<file path="config.mk">
export PLATFORM = sky130hd
export DESIGN_NAME = seg_readback_decoder
export DESIGN_NICKNAME = d
export VERILOG_FILES = /design/src/rtl/seg_readback_decoder.sv
export SDC_FILE = /design/constraint.sdc
export NUM_CORES = 1
export LEC_CHECK = 0
export CORE_ASPECT_RATIO = 1.2
export CORE_MARGIN = 5
export CORE_UTILIZATION = 35
export CTS_CLUSTER_SIZE = 30
export DETAILED_ROUTE_END_ITERATION = 10
export GPL_ROUTABILITY_DRIVEN = 0
export MAX_ROUTING_LAYER = met4
export PLACE_DENSITY = 0.65
export SYNTH_ARGS = -nofsm -noshare
export SYNTH_HDL_FRONTEND = slang
export SYNTH_SLANG_ARGS = --single-unit
</file>
<file path="constraint.sdc">
create_clock -name clk -period 3.84 [get_ports clk]
set_input_delay 0.384 -clock clk [delete_from_list [all_inputs] [get_ports clk]]
set_output_delay 0.384 -clock clk [all_outputs]
set_load 0.02 [all_outputs]
</file>
<file path="src/rtl/seg_readback_decoder.sv">
`default_nettype none
// ============================================================================
// Module  : seg_readback_decoder
// Brief   : Readback monitor for the 4-digit active-low seven-segment bus.
//           Waits for a stable word, decodes it to 0..99 and publishes it
//           with a valid/ack handshake. Optional macro SEG_DEC_ERRCNT_EN adds
//           a saturating error counter port.
// Revision: 1.0 - initial release
// ============================================================================
module seg_readback_decoder #(
    parameter int STABLE_CYCLES = 16,
    parameter int ERRCNT_W      = 8
) (
    input  logic                clk,
    input  logic                rst,
    input  logic [27:0]         seg_in,
    input  logic                val_ack,
    output logic [6:0]          val_value,
    output logic                val_err,
    output logic                val_valid,
    output logic                busy
`ifdef SEG_DEC_ERRCNT_EN
    ,
    output logic [ERRCNT_W-1:0] err_count
`endif
);

    localparam int                 c_cnt_w    = $clog2(STABLE_CYCLES + 1);
    localparam logic [c_cnt_w-1:0] c_cnt_max  = c_cnt_w'(STABLE_CYCLES);
    localparam logic [6:0]         c_zero_seg = 7'b0000001;

    typedef enum logic [1:0] {
        ST_SETTLE   = 2'd0,
        ST_PUBLISH  = 2'd1,
        ST_WAIT_ACK = 2'd2,
        ST_STEADY   = 2'd3
    } state_t;

    generate
        if (STABLE_CYCLES < 2 || STABLE_CYCLES > 1023 || ERRCNT_W < 1) begin : g_param_check
            $error("seg_readback_decoder: parameter out of range");
        end
    endgenerate

    // Returns {illegal, digit}
    function automatic logic [4:0] f_digit(input logic [6:0] s);
        case (s)
            7'b0000001: f_digit = {1'b0, 4'd0};
            7'b1001111: f_digit = {1'b0, 4'd1};
            7'b0010010: f_digit = {1'b0, 4'd2};
            7'b0000110: f_digit = {1'b0, 4'd3};
            7'b1001100: f_digit = {1'b0, 4'd4};
            7'b0100100: f_digit = {1'b0, 4'd5};
            7'b0100000: f_digit = {1'b0, 4'd6};
            7'b0001111: f_digit = {1'b0, 4'd7};
            7'b0000000: f_digit = {1'b0, 4'd8};
            7'b0000100: f_digit = {1'b0, 4'd9};
            default:    f_digit = {1'b1, 4'd0};
        endcase
    endfunction

    state_t               r_state;
    state_t               w_state_nxt;
    logic [27:0]          r_seg_q;
    logic [27:0]          r_seg_prev;
    logic [c_cnt_w-1:0]   r_cnt;
    logic                 r_first;
    logic                 r_dirty;
    logic [6:0]           r_cand_value;
    logic                 r_cand_err;
    logic [6:0]           r_val_value;
    logic                 r_val_err;
    logic [6:0]           r_last_value;
    logic                 r_last_err;

    logic [4:0]           w_tens;
    logic [4:0]           w_ones;
    logic                 w_err;
    logic [6:0]           w_tens_x10;
    logic [6:0]           w_sum;
    logic [6:0]           w_value;
    logic                 w_stable;
    logic                 w_seg_diff;
    logic                 w_differs;

    assign w_tens     = f_digit(r_seg_q[27:21]);
    assign w_ones     = f_digit(r_seg_q[20:14]);
    assign w_err      = w_tens[4] | w_ones[4]
                      | (r_seg_q[13:7] != c_zero_seg) | (r_seg_q[6:0] != c_zero_seg);
    assign w_tens_x10 = {w_tens[3:0], 3'b000} + {2'b00, w_tens[3:0], 1'b0};
    assign w_sum      = w_tens_x10 + {3'b000, w_ones[3:0]};
    assign w_value    = w_err ? 7'd0 : w_sum;
    assign w_stable   = (r_cnt == c_cnt_max);
    assign w_seg_diff = (r_seg_q != r_seg_prev);
    assign w_differs  = r_first | ({w_err, w_value} != {r_last_err, r_last_value});

    always_comb begin
        w_state_nxt = r_state;
        case (r_state)
            ST_SETTLE: begin
                if (w_stable) begin
                    w_state_nxt = w_differs ? ST_PUBLISH : ST_STEADY;
                end
            end
            ST_PUBLISH: w_state_nxt = ST_WAIT_ACK;
            ST_WAIT_ACK: begin
                if (val_ack) begin
                    w_state_nxt = (r_dirty | w_seg_diff) ? ST_SETTLE : ST_STEADY;
                end
            end
            ST_STEADY: begin
                if (w_seg_diff) begin
                    w_state_nxt = ST_SETTLE;
                end
            end
            default: w_state_nxt = ST_SETTLE;
        endcase
    end

    always_ff @(posedge clk) begin
        if (rst) begin
            r_state      <= ST_SETTLE;
            r_seg_q      <= '1;
            r_seg_prev   <= '1;
            r_cnt        <= '0;
            r_first      <= 1'b1;
            r_dirty      <= 1'b0;
            r_cand_value <= '0;
            r_cand_err   <= 1'b0;
            r_val_value  <= '0;
            r_val_err    <= 1'b0;
            r_last_value <= '0;
            r_last_err   <= 1'b0;
        end else begin
            r_state    <= w_state_nxt;
            r_seg_q    <= seg_in;
            r_seg_prev <= r_seg_q;
            // Counter tracks the seg_q/seg_prev pair as it will be after this edge
            if (seg_in != r_seg_q) begin
                r_cnt <= '0;
            end else if (r_cnt != c_cnt_max) begin
                r_cnt <= r_cnt + c_cnt_w'(1);
            end
            // Snapshot the decode so a change during PUBLISH cannot corrupt it
            if (r_state == ST_SETTLE && w_stable) begin
                r_cand_value <= w_value;
                r_cand_err   <= w_err;
            end
            if (r_state == ST_PUBLISH) begin
                r_val_value  <= r_cand_value;
                r_val_err    <= r_cand_err;
                r_last_value <= r_cand_value;
                r_last_err   <= r_cand_err;
                r_first      <= 1'b0;
                r_dirty      <= w_seg_diff;
            end else if (r_state == ST_WAIT_ACK) begin
                r_dirty <= r_dirty | w_seg_diff;
            end
        end
    end

`ifdef SEG_DEC_ERRCNT_EN
    logic [ERRCNT_W-1:0] r_err_count;

    always_ff @(posedge clk) begin
        if (rst) begin
            r_err_count <= '0;
        end else if (r_state == ST_PUBLISH && r_cand_err && r_err_count != '1) begin
            r_err_count <= r_err_count + ERRCNT_W'(1);
        end
    end

    assign err_count = r_err_count;
`endif

    assign val_value = r_val_value;
    assign val_err   = r_val_err;
    assign val_valid = (r_state == ST_WAIT_ACK);
    assign busy      = (r_state == ST_SETTLE) || (r_state == ST_PUBLISH);

endmodule
`default_nettype wire

</file>
-- After elaboration in Yosys (flattened, before gate mapping)
Cells that the tools add are included.
- flip-flop bits (word level): 81
- latch bits: 0
- bits in writable memories: 0
- ROM bits: 0
- input port bits: 31
- output and inout port bits: 10
- word-level logic and storage cells: 68
- memories: 0
- $add $sub $neg: 3
- multipliers: 0
- div/mod/pow operators: 0
- $lt $le $gt $ge: 0
- equal/unequal tests: 31
- shift operators: 0
- mux-type cells: 11
- bitwise logic cells: 5
- reductions and logical operators: 8
- operator list (operator ; number):
    $pmux 5 s10 ; 2
    $ne 28x28->1 ; 2
    $eq 7x3->1 const B ; 4
    $eq 7x6->1 const B ; 4
    $eq 7x7->1 const B ; 4
    $eq 7x1->1 const B ; 2
    $eq 7x4->1 const B ; 2
    $eq 7x5->1 const B ; 2
    $logic_not 7->1 ; 2
    $ne 7x1->1 const B ; 2
    $mux 2 ; 5
    $ne 8x8->1 ; 1
    $pmux 2 s4 ; 1
    $add 7x4->7 ; 1
    $add 7x5->7 ; 1
    $mux 7 ; 1
    $ne 2x2->1 const B ; 3
    $add 5x1->5 const B ; 1
    $eq 5x5->1 const B ; 1
    $ne 5x5->1 const B ; 1
    $or 1x1->1 ; 5
    $eq 2x2->1 const B ; 2
    $reduce_and 3->1 ; 1
    $eq 2x1->1 const B ; 1
    other kinds (6) ; 7

-- Logic depth before layout (Yosys ltp)
- word-level depth: 11
- gate-level depth with buffers: 16

-- Worst setup path before layout
OpenSTA, ideal clock, no wires.
- path type: reg-to-reg
- start point: reg r_seg_q[24]
- end point: reg r_state[1]
- setup time: 96 ps
- data arrival time: 3305 ps
- data required time: 3744 ps
- setup slack: 440 ps
- stages on the path, launching flop included: 14
- buffers on the path: 1
- period minus slack after synthesis: 3400 ps
- cells stage by stage: dfxtp_1 buf_6 or3b_1 a2111oi_4 o21bai_1 fa_1 ha_1 a21o_1 a21oi_1 xnor2_1 nand3b_1 o22ai_1 a22oi_2 o41ai_2
- longest elaborated chain between the ends: 11
- elaborated cells between the ends (all ways): 28
- those cells by class: add/sub (2); eq/ne (12); mux (7); bitwise (5); reduce/logical (2)
- RTL lines (what ; RTL line ; text):
    start, declared ; 64 ; logic [27:0] r_seg_q;
    start signal, assigned ; 136 ; r_seg_q <= seg_in;
    parallel branches: the longest is 11 deep, another holds $add 7x5->7 ; n/a ;
    end signal, assigned ; 135 ; r_state <= w_state_nxt;
    end, declared ; 62 ; state_t r_state;
Several ways; the timed one is not identified. The select of a mux whose other input is x is not followed.
A chain may end at the register's enable or synchronous reset.

-- Worst setup path after layout
Ends and elaborated chain as after synthesis.

==> run metrics <==
wl on met1 3955 um; P_leak 1.809 nW; Pins Over Slew Limit 0; width of the die 107.6 um; H-tree depth 3; Cell Area, Synth 4000 sq um; DP HPWL 6455 um; via count 3000; Pint 1.493 mW; syn_nets 472; I/O pins 41; First-pass DRT Iterations 4; RSZ-0062 raised after global routing no; worst skew pair latency 0.34 ns; FF-to-FF setup slack 0.18 ns; peak supply drop 0.2512 mV; DRT antenna net count 0; period utilization 0.9526; Fin. Hold Viols 0; Max-cap violations 0; Setup Total Neg Slack 0 ns; largest net degree at the start of global routing 55; diodes inserted 0; WL final 8650 um; r2r worst-path depth 12; gr ovfl total 0; Seq pwr share 0.459; Seq/Total Area, Yosys 0.4054; post-synthesis register bit count 81; switching power 0.4878 mW; total power 1.981 mW; hold crit path type reg2reg; library cells used by synthesis 49; WHS Endpoint r_cand_value[6]$_SDFFE_PP0P_; FFs w/ async S/R, synth 0; Final setup viols 0; Clock Skew 0.007787 ns; DRT iter0 DRCs 195; Via density 4.862; Tmin final 3.658 ns; largest fanout on the critical path 9; Die Footprint 13680 sq um; Top Metal Used met4; layout cells sized above 1 0.1879; global-route wire length before repair 14860 um; worst hold path cell count 2; number of flops mapped to enable cells by yosys 0; r2r startpoint r_seg_q[24]$_SDFF_PP1_; startpoint types flip-flop; Clock Path Buffers 2; Slew headroom 0.5425; port bufs 40; Cell Rows 42; Pwr per Cell Area 409.8 nW/um^2; # clock sinks 81; Max Fclk 273.4 MHz; critical path required time 4.08 ns; worst min-delay path startpoint r_cand_value[6]$_SDFFE_PP0P_; synth warn 0; Synth Flop Type dfxtp_1; WL/cell 14.02 um; die height 127.1 um; worst path arrival time 3.90 ns; reg2reg end r_state[1]$_SDFFE_PP0P_; core area 11140 sq um; Worst-path clk slew 0.07 ns; kind of end point of the critical path flip-flop; Initial Utilization 0.3591; initial antenna violation count 0; Final Net Count 504; Switching Share 0.2463; measured slew at the worst slew-check pin 0.6800 ns; hold buffer count at cts 0; Synth-to-Final Area Change 20.86%; outcome finished, final reports clean; Avg Cell Area, Syn 9.390 sq um; vias in the first global route 3032; Clk pwr share 0.448; Comb pwr share 0.093; Post-Syn Instances 426; routed length on met2 4206 um; clock root cell clkbuf_16; DRC violations left 0; total track usage 0.1401; length of routed met3 wiring 306 um; Setup Crit Path Kind reg2reg; CTS tree built; total CTS buffers 9
registers in the layout, summed over array words and instances (netlist names):
signal / count
r_cand_err: 1
r_cand_value: 7
r_cnt: 5
r_dirty: 1
r_first: 1
r_last_err: 1
r_last_value: 7
r_seg_prev: 28
r_seg_q: 28
r_state: 2
metrics by stage:
step           utilization  cells  instance area [sq um]  worst slack [ns]  hold WS [ns]
6_report            0.4340    617                   4835            0.1821        0.4545
5_1_grt             0.4340    617                   4835          0.007690        0.4788
4_1_cts             0.4326    617                   4820            0.1387        0.4572
3_5_place_dp        0.4049    601                   4511            0.1823        0.4488
3_3_place_gp        0.4049    601                   4511            0.3388        0.4381
2_1_floorplan            -    426                   4000            0.4398        0.4316
routing by layer:
metal / track usage / up-vias
met5: - / -
met2: 0.2247 / 61
met3: 0.02472 / 19
met4: 0.05869 / 0
met1: 0.1737 / 1410
li1: - / 1510
cell usage after synthesis (4+ instances only):
| cell | n | area [sq um] |
|---|---|---|
| dfxtp_1 | 81 | 1622 |
| or2_2 | 55 | 344.1 |
| xnor2_1 | 54 | 473.0 |
| nor2_1 | 27 | 101.4 |
| clkbuf_1 | 18 | 67.56 |
| nand2_1 | 17 | 63.81 |
| inv_1 | 16 | 60.06 |
| xor2_1 | 15 | 131.4 |
| nand4_1 | 14 | 87.58 |
| ha_1 | 13 | 162.7 |
| a21oi_1 | 12 | 60.06 |
| nand3_1 | 11 | 55.05 |
| mux2i_1 | 9 | 90.09 |
| nor4_1 | 9 | 56.30 |
| nor3_1 | 7 | 35.03 |
| o21ai_0 | 7 | 35.03 |
| nand2b_1 | 5 | 31.28 |
| a31oi_1 | 4 | 25.02 |
| nor4b_1 | 4 | 35.03 |
critical path, stage by stage (launching register included):
cell       delay, ns
dfxtp_2         0.37
or3b_1          0.44
a2111oi_4       0.42
o21bai_1        0.23
fa_1            0.48
ha_1            0.31
a21o_1          0.18
a21oi_1         0.22
xnor2_2         0.18
nand3b_1        0.11
o22ai_1         0.21
a22oi_2         0.08
o41ai_2         0.34
cell families (layout without fill, tap and decap cells):
group,Yosys count,after routing,synth area share
muxes,9,9,0.02252
adders and majority gates,15,15,0.05067
AOI/OAI and AO/OA,46,46,0.09071
and+or+nand+nor,166,166,0.2358
xor gates and xnor gates,69,69,0.1511
DFF,81,81,0.4054
buffers and inverters,40,77,0.04379
power by group through the flow:
stage / combinational [mW] / sequential, mW / clock, mW
floorplan: 0.137 / 0.905 / 0
global placement: 0.184 / 0.926 / 0
detailed placement: 0.186 / 0.927 / 0
CTS: 0.187 / 0.908 / 0.906
global route: 0.205 / 0.914 / 0.948
finish: 0.185 / 0.909 / 0.887
final cells by class:
cell class,count,area [sq um]
clock inverters,7,83.83
fillers,1122,6306
well taps,154,192.7
repair buffers,45,432.9
clock buffers,9,225.2
flip-flops and latches,81,1624
multi-input cells,305,2216
inverters,16,60.06
placed cells by master (no fill, tap or decap), drive strengths merged, types with 2 or more instances in the layout:
cell type	instances
a211oi	3
a21o	2
a21oi	12
a221oi	2
a22oi	3
a31oi	4
and3	2
and3b	2
and4b	3
buf	6
clkbuf	9
clkdlybuf4s50	39
dfxtp	81
fa	2
ha	13
inv	21
mux2i	9
nand2	17
nand2b	5
nand3	11
nand3b	3
nand4	14
nor2	27
nor3	7
nor3b	2
nor4	9
nor4b	4
o2111ai	2
o21ai	7
o31ai	3
or2	56
xnor2	54
xor2	15
timing repair:
action | in CTS | in global routing
buffers inserted | 0 | 0
endpoints found under the setup margin | 0 | 1
gates resized for setup | 0 | 4
how the worst max path moves through the flow:
stage	slack, ns	from	to
floorplan	0.44	r_seg_q[24]$_SDFF_PP1_	r_state[1]$_SDFFE_PP0P_
global placement	0.34	r_seg_q[24]$_SDFF_PP1_	r_state[1]$_SDFFE_PP0P_
detailed placement	0.18	r_seg_q[24]$_SDFF_PP1_	r_state[1]$_SDFFE_PP0P_
CTS	0.14	r_seg_q[24]$_SDFF_PP1_	r_state[1]$_SDFFE_PP0P_
global route	0.008	r_seg_q[21]$_SDFF_PP1_	r_state[1]$_SDFFE_PP0P_
finish	0.18	r_seg_q[24]$_SDFF_PP1_	r_state[1]$_SDFFE_PP0P_
No activity file was read; power rests on OpenSTA's default activity.
